==> config.mk <==
export PLATFORM = sky130hd
export DESIGN_NAME = pipe_skid_reg
export DESIGN_NICKNAME = d
export VERILOG_FILES = /design/src/rtl/pipe_pkg.sv /design/src/rtl/pipe_slot.sv /design/src/rtl/pipe_skid_reg.sv
export SDC_FILE = /design/constraint.sdc
export NUM_CORES = 1
export LEC_CHECK = 0
export BUFFER_PORTS_ARGS = -buffer_cell sky130_fd_sc_hd__buf_2
export CORE_MARGIN = 2
export CORE_UTILIZATION = 51
export CTS_CLUSTER_DIAMETER = 30
export DETAILED_ROUTE_END_ITERATION = 12
export GPL_ROUTABILITY_DRIVEN = 0
export PLACE_DENSITY = 0.82
export SLEW_MARGIN = 30
export SYNTH_ARGS = -nofsm -noshare
export SYNTH_HDL_FRONTEND = slang
export SYNTH_SLANG_ARGS = --single-unit
==> constraint.sdc <==
create_clock -name clock -period 3.7 [get_ports clock]
set_input_delay 0.185 -clock clock [delete_from_list [all_inputs] [get_ports clock]]
set_output_delay 0.185 -clock clock [all_outputs]
set_load 0.05 [all_outputs]
==> src/rtl/pipe_pkg.sv <==
// Shared definitions for the skid-buffered pipeline register: state encoding
// (the state code doubles as the occupancy count) and bubble values.
package pipe_pkg;

  typedef enum logic [1:0] {
    EMPTY = 2'd0,
    FULL  = 2'd1,
    SKID  = 2'd2
  } pipe_state_e;

  localparam logic [31:0] DEFAULT_NOP_INSTR = 32'h0000_0000;
  localparam logic        BUBBLE_R          = 1'b0;
  localparam logic        BUBBLE_BIT        = 1'b0;

endpackage

==> src/rtl/pipe_slot.sv <==
// One storage slot {instr, p, r, e, valid}. Priority: reset > clear > load.
// Clear only invalidates; the data fields are left stale until the next load.
module pipe_slot #(
  parameter int INSTR_W = 32,
  parameter int DATA_W  = 32,
  parameter int EXC_W   = 3
) (
  input  logic               clock,
  input  logic               reset,
  input  logic               load,
  input  logic               clear,
  input  logic [INSTR_W-1:0] instr_d,
  input  logic [DATA_W-1:0]  p_d,
  input  logic               r_d,
  input  logic [EXC_W-1:0]   e_d,
  output logic [INSTR_W-1:0] instr_q,
  output logic [DATA_W-1:0]  p_q,
  output logic               r_q,
  output logic [EXC_W-1:0]   e_q,
  output logic               vld_q
);

  always_ff @(posedge clock) begin
    if (!reset) begin
      vld_q   <= 1'b0;
      instr_q <= '0;
      p_q     <= '0;
      r_q     <= 1'b0;
      e_q     <= '0;
    end else if (clear) begin
      vld_q <= 1'b0;
    end else if (load) begin
      vld_q   <= 1'b1;
      instr_q <= instr_d;
      p_q     <= p_d;
      r_q     <= r_d;
      e_q     <= e_d;
    end
  end

endmodule

==> src/rtl/pipe_skid_reg.sv <==
// Pipeline register with ready/valid handshake, one-entry skid buffer,
// synchronous flush and occupancy reporting.
module pipe_skid_reg
  import pipe_pkg::*;
#(
  parameter int                 INSTR_W   = 32,
  parameter int                 DATA_W    = 32,
  parameter int                 EXC_W     = 3,
  parameter logic [INSTR_W-1:0] NOP_INSTR = DEFAULT_NOP_INSTR
) (
  input  logic               clock,
  input  logic               reset,
  input  logic               flush,
  input  logic               in_valid,
  output logic               in_ready,
  input  logic [INSTR_W-1:0] instr_in,
  input  logic [DATA_W-1:0]  p_in,
  input  logic               r_in,
  input  logic [EXC_W-1:0]   e_in,
  output logic               out_valid,
  input  logic               out_ready,
  output logic [INSTR_W-1:0] instr_out,
  output logic [DATA_W-1:0]  p_out,
  output logic               r_out,
  output logic [EXC_W-1:0]   e_out,
  output logic [1:0]         occupancy
);

  pipe_state_e state_q, state_d;

  logic               main_load, main_clear, skid_load, skid_clear, main_from_skid;
  logic               main_vld_p0, skid_vld_p0;
  logic [INSTR_W-1:0] main_instr_p0, skid_instr_p0, main_instr_d;
  logic [DATA_W-1:0]  main_p_p0, skid_p_p0, main_p_d;
  logic               main_r_p0, skid_r_p0, main_r_d;
  logic [EXC_W-1:0]   main_e_p0, skid_e_p0, main_e_d;
  logic               in_fire, out_fire;

  // in_ready comes straight from skid state, never from out_ready
  assign in_ready  = ~skid_vld_p0;
  assign out_valid = main_vld_p0;
  assign in_fire   = in_valid & in_ready;
  assign out_fire  = out_valid & out_ready;
  assign occupancy = state_q;

  always_ff @(posedge clock) begin
    if (!reset) state_q <= EMPTY;
    else        state_q <= state_d;
  end

  always_comb begin
    state_d        = state_q;
    main_load      = 1'b0;
    main_clear     = 1'b0;
    skid_load      = 1'b0;
    skid_clear     = 1'b0;
    main_from_skid = 1'b0;
    unique case (state_q)
      EMPTY: begin
        if (in_fire) begin
          state_d   = FULL;
          main_load = 1'b1;
        end
      end
      FULL: begin
        if (out_fire && in_fire) begin
          main_load = 1'b1;
        end else if (out_fire) begin
          state_d    = EMPTY;
          main_clear = 1'b1;
        end else if (in_fire) begin
          state_d   = SKID;
          skid_load = 1'b1;
        end
      end
      SKID: begin
        if (out_fire) begin
          state_d        = FULL;
          main_load      = 1'b1;
          main_from_skid = 1'b1;
          skid_clear     = 1'b1;
        end
      end
      default: state_d = EMPTY;
    endcase
    if (flush) begin
      state_d    = EMPTY;
      main_load  = 1'b0;
      skid_load  = 1'b0;
      main_clear = 1'b1;
      skid_clear = 1'b1;
    end
  end

  always_comb begin
    main_instr_d = main_from_skid ? skid_instr_p0 : instr_in;
    main_p_d     = main_from_skid ? skid_p_p0     : p_in;
    main_r_d     = main_from_skid ? skid_r_p0     : r_in;
    main_e_d     = main_from_skid ? skid_e_p0     : e_in;
  end

  // ---- slot register stage ----
  pipe_slot #(.INSTR_W(INSTR_W), .DATA_W(DATA_W), .EXC_W(EXC_W)) u_main (
    .clock   (clock),
    .reset   (reset),
    .load    (main_load),
    .clear   (main_clear),
    .instr_d (main_instr_d),
    .p_d     (main_p_d),
    .r_d     (main_r_d),
    .e_d     (main_e_d),
    .instr_q (main_instr_p0),
    .p_q     (main_p_p0),
    .r_q     (main_r_p0),
    .e_q     (main_e_p0),
    .vld_q   (main_vld_p0)
  );

  pipe_slot #(.INSTR_W(INSTR_W), .DATA_W(DATA_W), .EXC_W(EXC_W)) u_skid (
    .clock   (clock),
    .reset   (reset),
    .load    (skid_load),
    .clear   (skid_clear),
    .instr_d (instr_in),
    .p_d     (p_in),
    .r_d     (r_in),
    .e_d     (e_in),
    .instr_q (skid_instr_p0),
    .p_q     (skid_p_p0),
    .r_q     (skid_r_p0),
    .e_q     (skid_e_p0),
    .vld_q   (skid_vld_p0)
  );

  // ---- output bubble mux ----
  always_comb begin
    instr_out = main_vld_p0 ? main_instr_p0 : NOP_INSTR;
    p_out     = main_vld_p0 ? main_p_p0     : {DATA_W{BUBBLE_BIT}};
    r_out     = main_vld_p0 ? main_r_p0     : BUBBLE_R;
    e_out     = main_vld_p0 ? main_e_p0     : {EXC_W{BUBBLE_BIT}};
  end

endmodule

==> results of run 1 <==
==> tightest hold or removal path, cell delays in order <==
cell and delay [ns]:
buf_2 0.10, nand3_1 0.06, a21boi_1 0.05
==> where the power goes <==
part	leakage [nW]	switching, mW	total (mW)	internal [mW]
clock network	0.282	0.595	1.60	1.00
registers	1.14	0.0313	1.61	1.58
logic	2.88	0.192	0.324	0.132
total	4.30	0.819	3.53	2.71
==> cell usage in the layout (no fill, tap or decap), drive strengths merged, types with 2 or more instances in the layout <==
| cell | n |
|---|---|
| a21boi | 69 |
| a21oi | 3 |
| and2 | 69 |
| buf | 152 |
| clkbuf | 24 |
| clkinv | 5 |
| dfxtp | 140 |
| mux2i | 68 |
| nand2 | 69 |
| nand2b | 3 |
| nand3 | 136 |
| o211a | 68 |
| o21a | 2 |
==> sequential cells by signal, summed over array words and instances (netlist names) <==
| signal | count |
|---|---|
| u_skid.instr_q | 32 |
| u_main.vld_q | 1 |
| u_skid.r_q | 1 |
| occupancy | 2 |
| u_main.instr_q | 32 |
| u_main.e_q | 3 |
| u_main.r_q | 1 |
| u_skid.e_q | 3 |
| u_main.p_q | 32 |
| u_skid.p_q | 32 |
| u_skid.vld_q | 1 |
==> synthesized netlist by cell type, types with 2 or more instances <==
| cell | n |
|---|---|
| a21oi_1 | 2 |
| nand2_1 | 69 |
| mux2i_1 | 68 |
| nand3_1 | 136 |
| buf_4 | 9 |
| o21a_1 | 2 |
| a21boi_1 | 68 |
| o211a_1 | 68 |
| dfxtp_1 | 140 |
| nand2b_1 | 3 |
| buf_2 | 20 |
| clkbuf_1 | 46 |
| and2_1 | 69 |
| buf_6 | 2 |
==> metal layers <==
metal,vias up,wire (um)
met2,168,7140
li1,2713,-
met3,21,977
met1,2668,7200
met4,2,183
met5,-,13
==> worst max-delay path by stage <==
stage                                   start                         endpoint  cells after the start
floorplan           u_main.vld_q$_SDFFE_PP0P_      u_main.p_q[10]$_SDFFE_PN0P_                      7
global placement    u_main.vld_q$_SDFFE_PP0P_       u_main.p_q[0]$_SDFFE_PN0P_                      6
detailed placement  u_main.vld_q$_SDFFE_PP0P_  u_main.instr_q[12]$_SDFFE_PN0P_                      6
CTS                 u_main.vld_q$_SDFFE_PP0P_   u_main.instr_q[1]$_SDFFE_PN0P_                      6
global route        u_main.vld_q$_SDFFE_PP0P_  u_main.instr_q[27]$_SDFFE_PN0P_                      6
finish              u_main.vld_q$_SDFFE_PP0P_       u_main.p_q[0]$_SDFFE_PN0P_                      6
==> cells by family (layout without fill, tap and decap cells) <==
group           after synthesis  in the layout  share of synthesized area [%]
buf+inv                      78            184                           5.58
compound gates              144            144                           19.3
flops                       140            140                           42.7
other cells                   0              1                              0
xor+xnor                      1              1                          0.133
mux                          68             68                           10.4
simple gates                284            284                           22.0
==> per-stage QoR <==
| step | area [sq um] | std cells | power, mW | setup WS, ns |
|---|---|---|---|---|
| global placement | 7260 | 962 | 1.96 | 1.29 |
| global route | 7820 | 993 | 3.67 | 1.02 |
| finish | 7830 | 994 | 3.53 | 1.28 |
| floorplan | 6570 | 715 | 1.85 | 1.74 |
| detailed placement | 7260 | 962 | 1.96 | 1.27 |
| CTS | 7820 | 993 | 3.56 | 1.22 |
==> area by class of cell <==
cell class | count | area (sq um)
Antenna cell | 1 | 2.50
Multi-Input combinational cell | 497 | 3430
Tap cell | 172 | 215
Inverter | 1 | 3.75
Timing Repair Buffer | 152 | 808
Clock buffer | 24 | 502
Clock inverter | 7 | 62.6
Fill cell | 1138 | 4790
Sequential cell | 140 | 2800
==> impl_results.md, run 1 <==
- Status: finished, final reports clean
- Clk_lat worst skew: 0.41 ns
- First-pass GRT wire length: roughly 25,000 um
- Busiest grt layer: met2
- CP max-delay cell: buf_4
- Crit-path cells: buf_4, nand4b_1, o31ai_4, buf_4, nand3_1, o211a_1
- CP Class: reg2reg
- Area grow syn2layout: 19.1%
- Final WL: between 15,000 and 20,000 um
- Setup total negative slack: 0 ns
- CP bufs+invs: 2
- Post-synthesis cell count: 715
- Max Slew Vio Count: 0
- Total GRT Usage: 22.2%
- Flop2flop setup slack: 1.28 ns
- Worst path most repeated cell: buf_4
- Max transition margin: 33.5%
- Reg2Reg Depth: 6
- Post CTS Setup Buffer Count: 0
- Largest net degree at the start of global routing: 139
- Mapped Area: about 0.0066 sq mm
- Max Freq: a little over 400 MHz
- Layout cell share with drive strength beyond 1: 22.9%
- Worst R2R End: u_main.p_q[0]$_SDFFE_PN0P_
- Initial Utilization: 52.1%
- Min-Delay Endpoint: u_skid.instr_q[10]$_SDFFE_PN0P_
- RR Startpoint: u_main.vld_q$_SDFFE_PP0P_
- Leakage power: 4.30 nW
- Root buf cell: clkbuf_16
- Net count reported at finish: 882
- CTS Buffer Depth: 2
- Hold path depth: 3
- Max-cap violations: 0
- Yosys warning count: 0
- Seq/Total Area, Yosys: 42.7%
- Cell type with the highest aggregate area in the netlist: dfxtp_1
- Top_reg_cell synth: dfxtp_1
- Top post-synthesis cells by area: dfxtp_1, mux2i_1, nand3_1
- Post-CTS Resized: 0
- Seq cells post-synth: 140
- Syn_nets: 788
- Peak supply drop: 0.316 mV
- Number of global-route vias before repair: 5,031
- DIE HEIGHT: 118 um
- Syn Area/Cell: 9.19 sq um
- Grt ovf: 0
- Kind of end point of the critical path: flop
- DIE WIDTH: 118 um
- Number of flops mapped to enable cells by yosys: 0
- Util after Layout: between 60% and 70%
- Remaining DRCs: 0
- Hold WS: roughly 0.032 ns
- Num CTS Buffers: 17
- Hold_sp: instr_in[10]
- CP delay by family, top: buffers and inverters
- Hold_buf cts: 0
- Core Area: about 0.013 sq mm
- Input/output buffers: 144
- Data arrival, critical path: 2.72 ns
- Unique masters post-synth: 27
- Setup violators final: 0
- Worst Tran Pin Value: ~1 ns
- Worst path required time: around 4.0 ns
- Worst Path Max Fanout: 73
- Met3 Usage GRT: under 10%
- Pwr dens: ~450 mW/mm^2
- Initial drt markers: 477
- Slowest stage delay, CP: between 0.6 and 0.7 ns
- Drt pass-1 iters: 5
- CP Launch Type: flop
- Dpl hpwl: 8930 um
- Vias per inst: 5.61
- Number of clock sinks: 140
- M2 GR Usage: about a third
- Post-route ant nets: 0
- Yosys top cell area share: 42.7%
- Min Clock Period, post-route: 2.42 ns
- Die area: approximately 0.014 sq mm
- Rows: 41
- Ys async rst share: 0%
- Worst-path clk slew: 0.06 ns
- Wire per inst: roughly 16 um
- Tcrit/Tclk final: 65.3%
- M1 GR Usage: 29.8%
- Initial antenna violation count: 1
- CTS tree: built
- Final hold vios: 0
- Top-Level Pins: approximately 150
- RSZ-0062 raised after global routing: false
- H-Tree Depth: 4
- Hold Path Class: in2reg
- Post-Route Skew: 0.00548 ns
- Via count: 5,572
Power figures use the tool's default switching activity.
==> inputs of run 2 (changes only) <==
--- a/config.mk
+++ b/config.mk
@@ -7,7 +7,7 @@
 export LEC_CHECK = 0
 export BUFFER_PORTS_ARGS = -buffer_cell sky130_fd_sc_hd__buf_2
 export CORE_MARGIN = 2
-export CORE_UTILIZATION = 51
+export CORE_UTILIZATION = 49
 export CTS_CLUSTER_DIAMETER = 30
 export DETAILED_ROUTE_END_ITERATION = 12
 export GPL_ROUTABILITY_DRIVEN = 0
==> constraint.sdc (replaced) <==
create_clock -name clock -period 2.05 [get_ports clock]
set_input_delay 0.1025 -clock clock [delete_from_list [all_inputs] [get_ports clock]]
set_output_delay 0.1025 -clock clock [all_outputs]
set_load 0.05 [all_outputs]
==> run 2 against run 1 <==
Compared with the run above: global-route usage grew 3.1 points; final cell count grew 8.6%; design area grew 12%; via count grew 7.6%; sequential cell count is the same.
==> impl_results.md, run 2 (synthesized netlist as in run 1, its figures left out) <==
- Net count reported at finish: 963 (+9.2%)
- Max Slew Vio Count: 0 (unchanged)
- DIE HEIGHT: 120 um (+2.0%)
- Reg area: 0.00280 sq mm (unchanged)
- Worst path required time: 2.36 ns (-1.64 ns)
- CTS Buffer Depth: 2 (unchanged)
- Multi-input logic area: 0.00343 sq mm (unchanged)
- Drt pass-1 iters: 7 (+2)
- Setup total negative slack: 0 ns (unchanged)
- Final WL: 18,000 um (+16%)
- CTS tree: built
- Worst-path clk slew: 0.06 ns (about the same)
- Post-Route Skew: 0.00722 ns (+0.00175 ns)
- Crit-path cells: nand4b_1, buf_12, mux2i_1, nand3_1, o211a_1
- Vias per inst: 5.56 (-0.87%)
- Max-cap violations: 0 (unchanged)
- Area grow syn2layout: 33.4%
- CP max-delay cell: dfxtp_1
- Die area: 0.0144 sq mm (+3.9%)
- Core Area: 0.0132 sq mm (+4.5%)
- CP delay by family, top: simple AND/OR/NAND/NOR gates
- Most frequent cells in the layout: buf_2, dfxtp_1, nand3_1
- Min Clock Period, post-route: 1.91 ns (-0.505 ns)
- Wire per inst: 16.7 um (+6.7%)
- Hold Path Class: in2reg
- Clock power frac: 49.3% (+4.0 points)
- Overall power: 7.16 mW (+100%)
- DIE WIDTH: 120 um (+2.0%)
- CP bufs+invs: 1 (-1)
- Peak supply drop: 0.664 mV (+110%)
- Fillers: 992 (-13%)
- Internal: 5.56 mW (+100%)
- Final instance area: 0.00877 sq mm (+12%)
- Number of global-route vias before repair: 5,903 (+17%)
- Remaining DRCs: 0 (unchanged)
- Commonest non-fill, non-tap cell in the layout: buf_2
- Rows: 42 (+2.4%)
- CP Class: reg2reg
- Slowest stage delay, CP: 0.44 ns (-0.19 ns)
- Post CTS Setup Buffer Count: 0 (unchanged)
- First-pass GRT wire length: 29,000 um (+15%)
- Max transition margin: 48.1% (+15 points)
- Post-CTS Resized: 0 (unchanged)
- Top-Level Pins: 145 (unchanged)
- Initial Utilization: 49.8% (-2.3 points)
- Worst Path Max Fanout: 70 (-4.1%)
- Grt ovf: 0 (unchanged)
- Dpl hpwl: 9710 um (+8.8%)
- Setup violators final: 0 (unchanged)
- Number of clock sinks: 140 (unchanged)
- Status: finished, final reports clean
- Kind of end point of the critical path: flop
- RSZ-0062 raised after global routing: false
- Input/output buffers: 144 (unchanged)
- Switching part of the total: 22.4% (-0.78 points)
- Seq pwr share: 40.6% (-4.9 points)
- Tcrit/Tclk final: 93.2% (+28 points)
- Post-route ant nets: 0 (unchanged)
- Layout cell share with drive strength beyond 1: 22.3% (-0.64 points)
- CP Launch Type: flop
- Max Freq: 523 MHz (+26%)
- Pwr dens: 817 mW/mm^2 (+81%)
- Clk_lat worst skew: 0.42 ns (about the same)
- Initial antenna violation count: 0 (-1)
- Via count: 5,996 (+7.6%)
- Largest net degree at the start of global routing: 80 (-42%)
- Final hold vios: 0 (unchanged)
- Worst Tran Pin Value: 0.778 ns (-0.219 ns)
- Data arrival, critical path: 2.22 ns (-0.50 ns)
- Hold_buf cts: 70 (+70)
- Combinational Power Share: 10.1% (+0.9 points)
- Total GRT Usage: 25.3% (+3.1 points)
- Root buf cell: clkbuf_16
- Num CTS Buffers: 17 (unchanged)
- Initial drt markers: 550 (+15%)
- Net Sw Power: 1.61 mW (+96%)
- Leakage power: 4.71 nW (+9.4%)
- H-Tree Depth: 4 (unchanged)
- Diode count: 0 (-1)
- Post-DP Area: 0.00738 sq mm (+1.7%)
[run 2: final cells by class]
| class | instances | share of cell area [%] |
|---|---|---|
| Multi-Input combinational cell | 497 | 39.1 |
| Clock buffer | 21 | 5.37 |
| Sequential cell | 140 | 32.0 |
| Clock inverter | 11 | 2.43 |
| Tap cell | 176 | 2.51 |
| Timing Repair Buffer | 233 | 18.6 |
| Inverter | 1 | 0.0428 |
[run 2: routing by layer]
layer / global-route usage (%) / vias to the layer above / share of wire (%)
met4: 8.01 / 0 / 1.4
met5: 0 / - / 0
met3: 7.03 / 26 / 6.7
met2: 44.2 / 245 / 50
li1: - / 2876 / -
met1: 30.0 / 2849 / 42
[run 2: worst paths after layout]
check / startpoint / end / slack (ns) / cells past startpoint
setup / recovery: occupancy[0]$_SDFFE_PP0P_ / u_main.instr_q[27]$_SDFFE_PN0P_ / 0.14 / 5
hold / removal: out_ready / u_main.vld_q$_SDFFE_PP0P_ / 0.07 / 3
setup reg to reg: occupancy[0]$_SDFFE_PP0P_ / u_main.instr_q[27]$_SDFFE_PN0P_ / 0.14 / 5
hold reg to reg: u_skid.instr_q[4]$_SDFFE_PN0P_ / u_skid.instr_q[4]$_SDFFE_PN0P_ / 0.45 / 2
[run 2: metrics by stage]
| stage | instances | setup slack, ns | util, % | hold WS [ns] |
|---|---|---|---|---|
| finish | 1079 | 0.140 | 66.5 | 0.0728 |
| global route | 1079 | 0.0298 | 66.5 | 0.0951 |
| CTS | 1079 | 0.214 | 66.5 | 0.0570 |
| detailed placement | 977 | 0.233 | 56.0 | 0.372 |
| global placement | 977 | 0.289 | 56.0 | 0.368 |
| floorplan | 715 | 0.0852 | - | 0.249 |
[run 2: tightest hold or removal path, delay by kind of cell]
kind	cells	cell delay, ns
compound gates	2	0.22
buf+inv	1	0.13
[run 2: power by group through the flow]
stage | sequential [mW] | combinational (mW) | clock [mW]
2_1_floorplan | 2.95 | 0.399 | 0
3_3_place_gp | 2.96 | 0.592 | 0
3_5_place_dp | 2.96 | 0.601 | 0
4_1_cts | 2.91 | 0.711 | 3.57
5_1_grt | 2.92 | 0.775 | 3.71
6_report | 2.91 | 0.720 | 3.53
==> inputs of run 3 (changes only) <==
--- a/config.mk
+++ b/config.mk
@@ -7,11 +7,11 @@
 export LEC_CHECK = 0
 export BUFFER_PORTS_ARGS = -buffer_cell sky130_fd_sc_hd__buf_2
 export CORE_MARGIN = 2
-export CORE_UTILIZATION = 49
+export CORE_UTILIZATION = 40
 export CTS_CLUSTER_DIAMETER = 30
 export DETAILED_ROUTE_END_ITERATION = 12
 export GPL_ROUTABILITY_DRIVEN = 0
-export PLACE_DENSITY = 0.82
+export PLACE_DENSITY = 0.7
 export SLEW_MARGIN = 30
 export SYNTH_ARGS = -nofsm -noshare
 export SYNTH_HDL_FRONTEND = slang
==> run 3 against run 2 <==
Compared with the run above: worst hold slack worse by 0.051 ns; register-to-register slack better by 0.12 ns; critical path depth is 1 lower; routed wire length is 2.2% lower; clock-buffer cell count is 1 higher; design area is 0.86% higher; non-clock buffer count is 1 higher; sequential cell count stayed put.
==> impl_results.md, run 3 (synthesized netlist as in run 1, its figures left out) <==
- Final hold vios: 0 (unchanged)
- Max Slew Vio Count: 0 (unchanged)
- Crit-path cells: buf_4, buf_8, and2_1, buf_2
- Pwr dens: 784 mW/mm^2 (-4.0%)
- Post-DP Area: 0.00750 sq mm (+1.6%)
- Remaining DRCs: 0 (unchanged)
- Data arrival, critical path: 1.82 ns (-0.40 ns)
- Max Freq: 520 MHz (-0.60%)
- Combinational Power Share: 10.4% (+0.3 points)
- Setup violators final: 0 (unchanged)
- RSZ-0062 raised after global routing: false
- Worst Tran Pin Value: 0.501 ns (-0.276 ns)
- Final instance area: 0.00884 sq mm (+0.86%)
- DIE HEIGHT: 132 um (+10%)
- Worst-path clk slew: 0.06 ns (about the same)
- Diode count: 0 (unchanged)
- Tcrit/Tclk final: 93.7% (+0.56 points)
- Die area: 0.0175 sq mm (+22%)
- Worst path required time: 1.95 ns (-0.41 ns)
- Max transition margin: 66.6% (+18 points)
- Hold Path Class: in2reg
- Post-route ant nets: 0 (unchanged)
- Seq pwr share: 41.9% (+1.3 points)
- Initial Utilization: 41.2% (-8.6 points)
- Status: finished, final reports clean
- CTS Buffer Depth: 2 (unchanged)
- Vias per inst: 5.21 (-6.2%)
- Rows: 46 (+9.5%)
- Num CTS Buffers: 17 (unchanged)
- Input/output buffers: 144 (unchanged)
- Most frequent cells in the layout: buf_2, dfxtp_1, nand3_1
- Internal: 5.35 mW (-3.7%)
- CTS tree: built
- Initial antenna violation count: 0 (unchanged)
- Grt ovf: 0 (unchanged)
- Commonest non-fill, non-tap cell in the layout: buf_2
- Fillers: 1,414 (+43%)
- Top-Level Pins: 145 (unchanged)
- Net Sw Power: 1.58 mW (-1.5%)
- Number of global-route vias before repair: 5,791 (-1.9%)
- Final WL: 17,600 um (-2.2%)
- Area grow syn2layout: 34.6%
- Via count: 5,837 (-2.7%)
- CP Class: reg2out
- Inst Count DP: 1,019 (+4.3%)
- Largest net degree at the start of global routing: 82 (+2.5%)
- First-pass GRT wire length: 29,000 um (+0.21%)
- CP Launch Type: flop
- Switching part of the total: 22.8% (+0.39 points)
- Wire per inst: 15.7 um (-5.8%)
- Number of clock sinks: 140 (unchanged)
- Root buf cell: clkbuf_16
- Initial drt markers: 355 (-35%)
- Slowest stage delay, CP: 0.35 ns (-0.09 ns)
- Dpl hpwl: 10,100 um (+3.9%)
- Max-cap violations: 0 (unchanged)
- Net count reported at finish: 964 (+0.10%)
- Drt pass-1 iters: 6 (-1)
- Worst Path Max Fanout: 49 (-30%)
- Min Clock Period, post-route: 1.92 ns (+0.0115 ns)
- Setup total negative slack: 0 ns (unchanged)
- Kind of end point of the critical path: output pin
- Post-Route Skew: 0.00681 ns (-0.000415 ns)
- Total GRT Usage: 20.3% (-4.9 points)
- Clk_lat worst skew: 0.41 ns (about the same)
- DIE WIDTH: 132 um (+10%)
- Leakage power: 4.71 nW (+0.11%)
- CP max-delay cell: dfxtp_2
- CP bufs+invs: 3 (+2)
- Fin cells: 1,120 (+3.8%)
- H-Tree Depth: 4 (unchanged)
- Layout cell share with drive strength beyond 1: 22.5% (+0.20 points)
- Clock power frac: 47.7% (-1.6 points)
- Peak supply drop: 0.550 mV (-17%)
- Core Area: 0.0159 sq mm (+21%)
- CP delay by family, top: buffers and inverters
## run 3: cell count changes in the layout (fill, tap and decap cells not counted)
cell and change:
buf_8 +1, buf_4 -3, dlygate4sd3_1 -1, clkbuf_8 +1
buf_12 +4, clkinv_4 +1, bufinv_16 -2
## run 3: power by group through the flow
stage | Clock (mW) | Sequential (mW) | Combinational, mW
after global placement | 0 | 2.96 | 0.606
final | 3.31 | 2.90 | 0.720
after detailed placement | 0 | 2.96 | 0.615
after CTS | 3.38 | 2.90 | 0.719
after global routing | 3.50 | 2.92 | 0.786
after floorplan | 0 | 2.95 | 0.399
## run 3: path summary, 6_finish.rpt
| path | slack, ns | endpoint | from | cells after the start |
|---|---|---|---|---|
| worst max-delay path | 0.13 | instr_out[31] | u_main.vld_q$_SDFFE_PP0P_ | 4 |
| worst min register to register | 0.45 | u_skid.instr_q[20]$_SDFFE_PN0P_ | u_skid.instr_q[20]$_SDFFE_PN0P_ | 2 |
| worst min-delay path | 0.02 | u_main.p_q[27]$_SDFFE_PN0P_ | reset | 2 |
| worst max register to register | 0.26 | u_skid.p_q[23]$_SDFFE_PN0P_ | u_main.vld_q$_SDFFE_PP0P_ | 6 |
## run 3: cell type report
class / instances / area, sq um / area share, %
Inverter: 1 / 3.75 / 0.0425
Multi-Input combinational cell: 497 / 3430 / 38.8
Sequential cell: 140 / 2800 / 31.7
Timing Repair Buffer: 234 / 1690 / 19.1
Tap cell: 216 / 270 / 3.06
Clock buffer: 22 / 484 / 5.48
Clock inverter: 10 / 161 / 1.83
## run 3: routing by layer
layer / vias up / GRT usage, % / wire length, um
met5: - / 0 / 0
met4: 0 / 5.08 / 127
met3: 11 / 5.50 / 894
met2: 152 / 35.3 / 8610
met1: 2805 / 25.1 / 7940
li1: 2869 / - / -
## run 3: worst register-to-register path, cell delays in order, from the launching register on
cell	delay [ns]
dfxtp_2	0.35
buf_4	0.25
nand2_1	0.19
nand4bb_4	0.14
buf_4	0.44
nand2_1	0.15
a21boi_1	0.19
## run 3: timing repair
action                                 CTS  global route
hold buffers                            69             0
resized for setup                        1             1
endpoints found under the hold margin   70             0
setup endpoints to repair               46             3
pin swaps                                0             0
setup buffers                            0             0
## run 3: stage by stage
step                util, %  setup WS [ns]  total power, mW  hold slack, ns
finish                 55.5          0.128             6.93          0.0221
global route           55.5         0.0259             7.20         0.00847
CTS                    55.4         0.0283             7.00         0.00211
detailed placement     47.0          0.333             3.58           0.373
global placement       47.0          0.374             3.56           0.367
floorplan                 -         0.0852             3.35           0.249
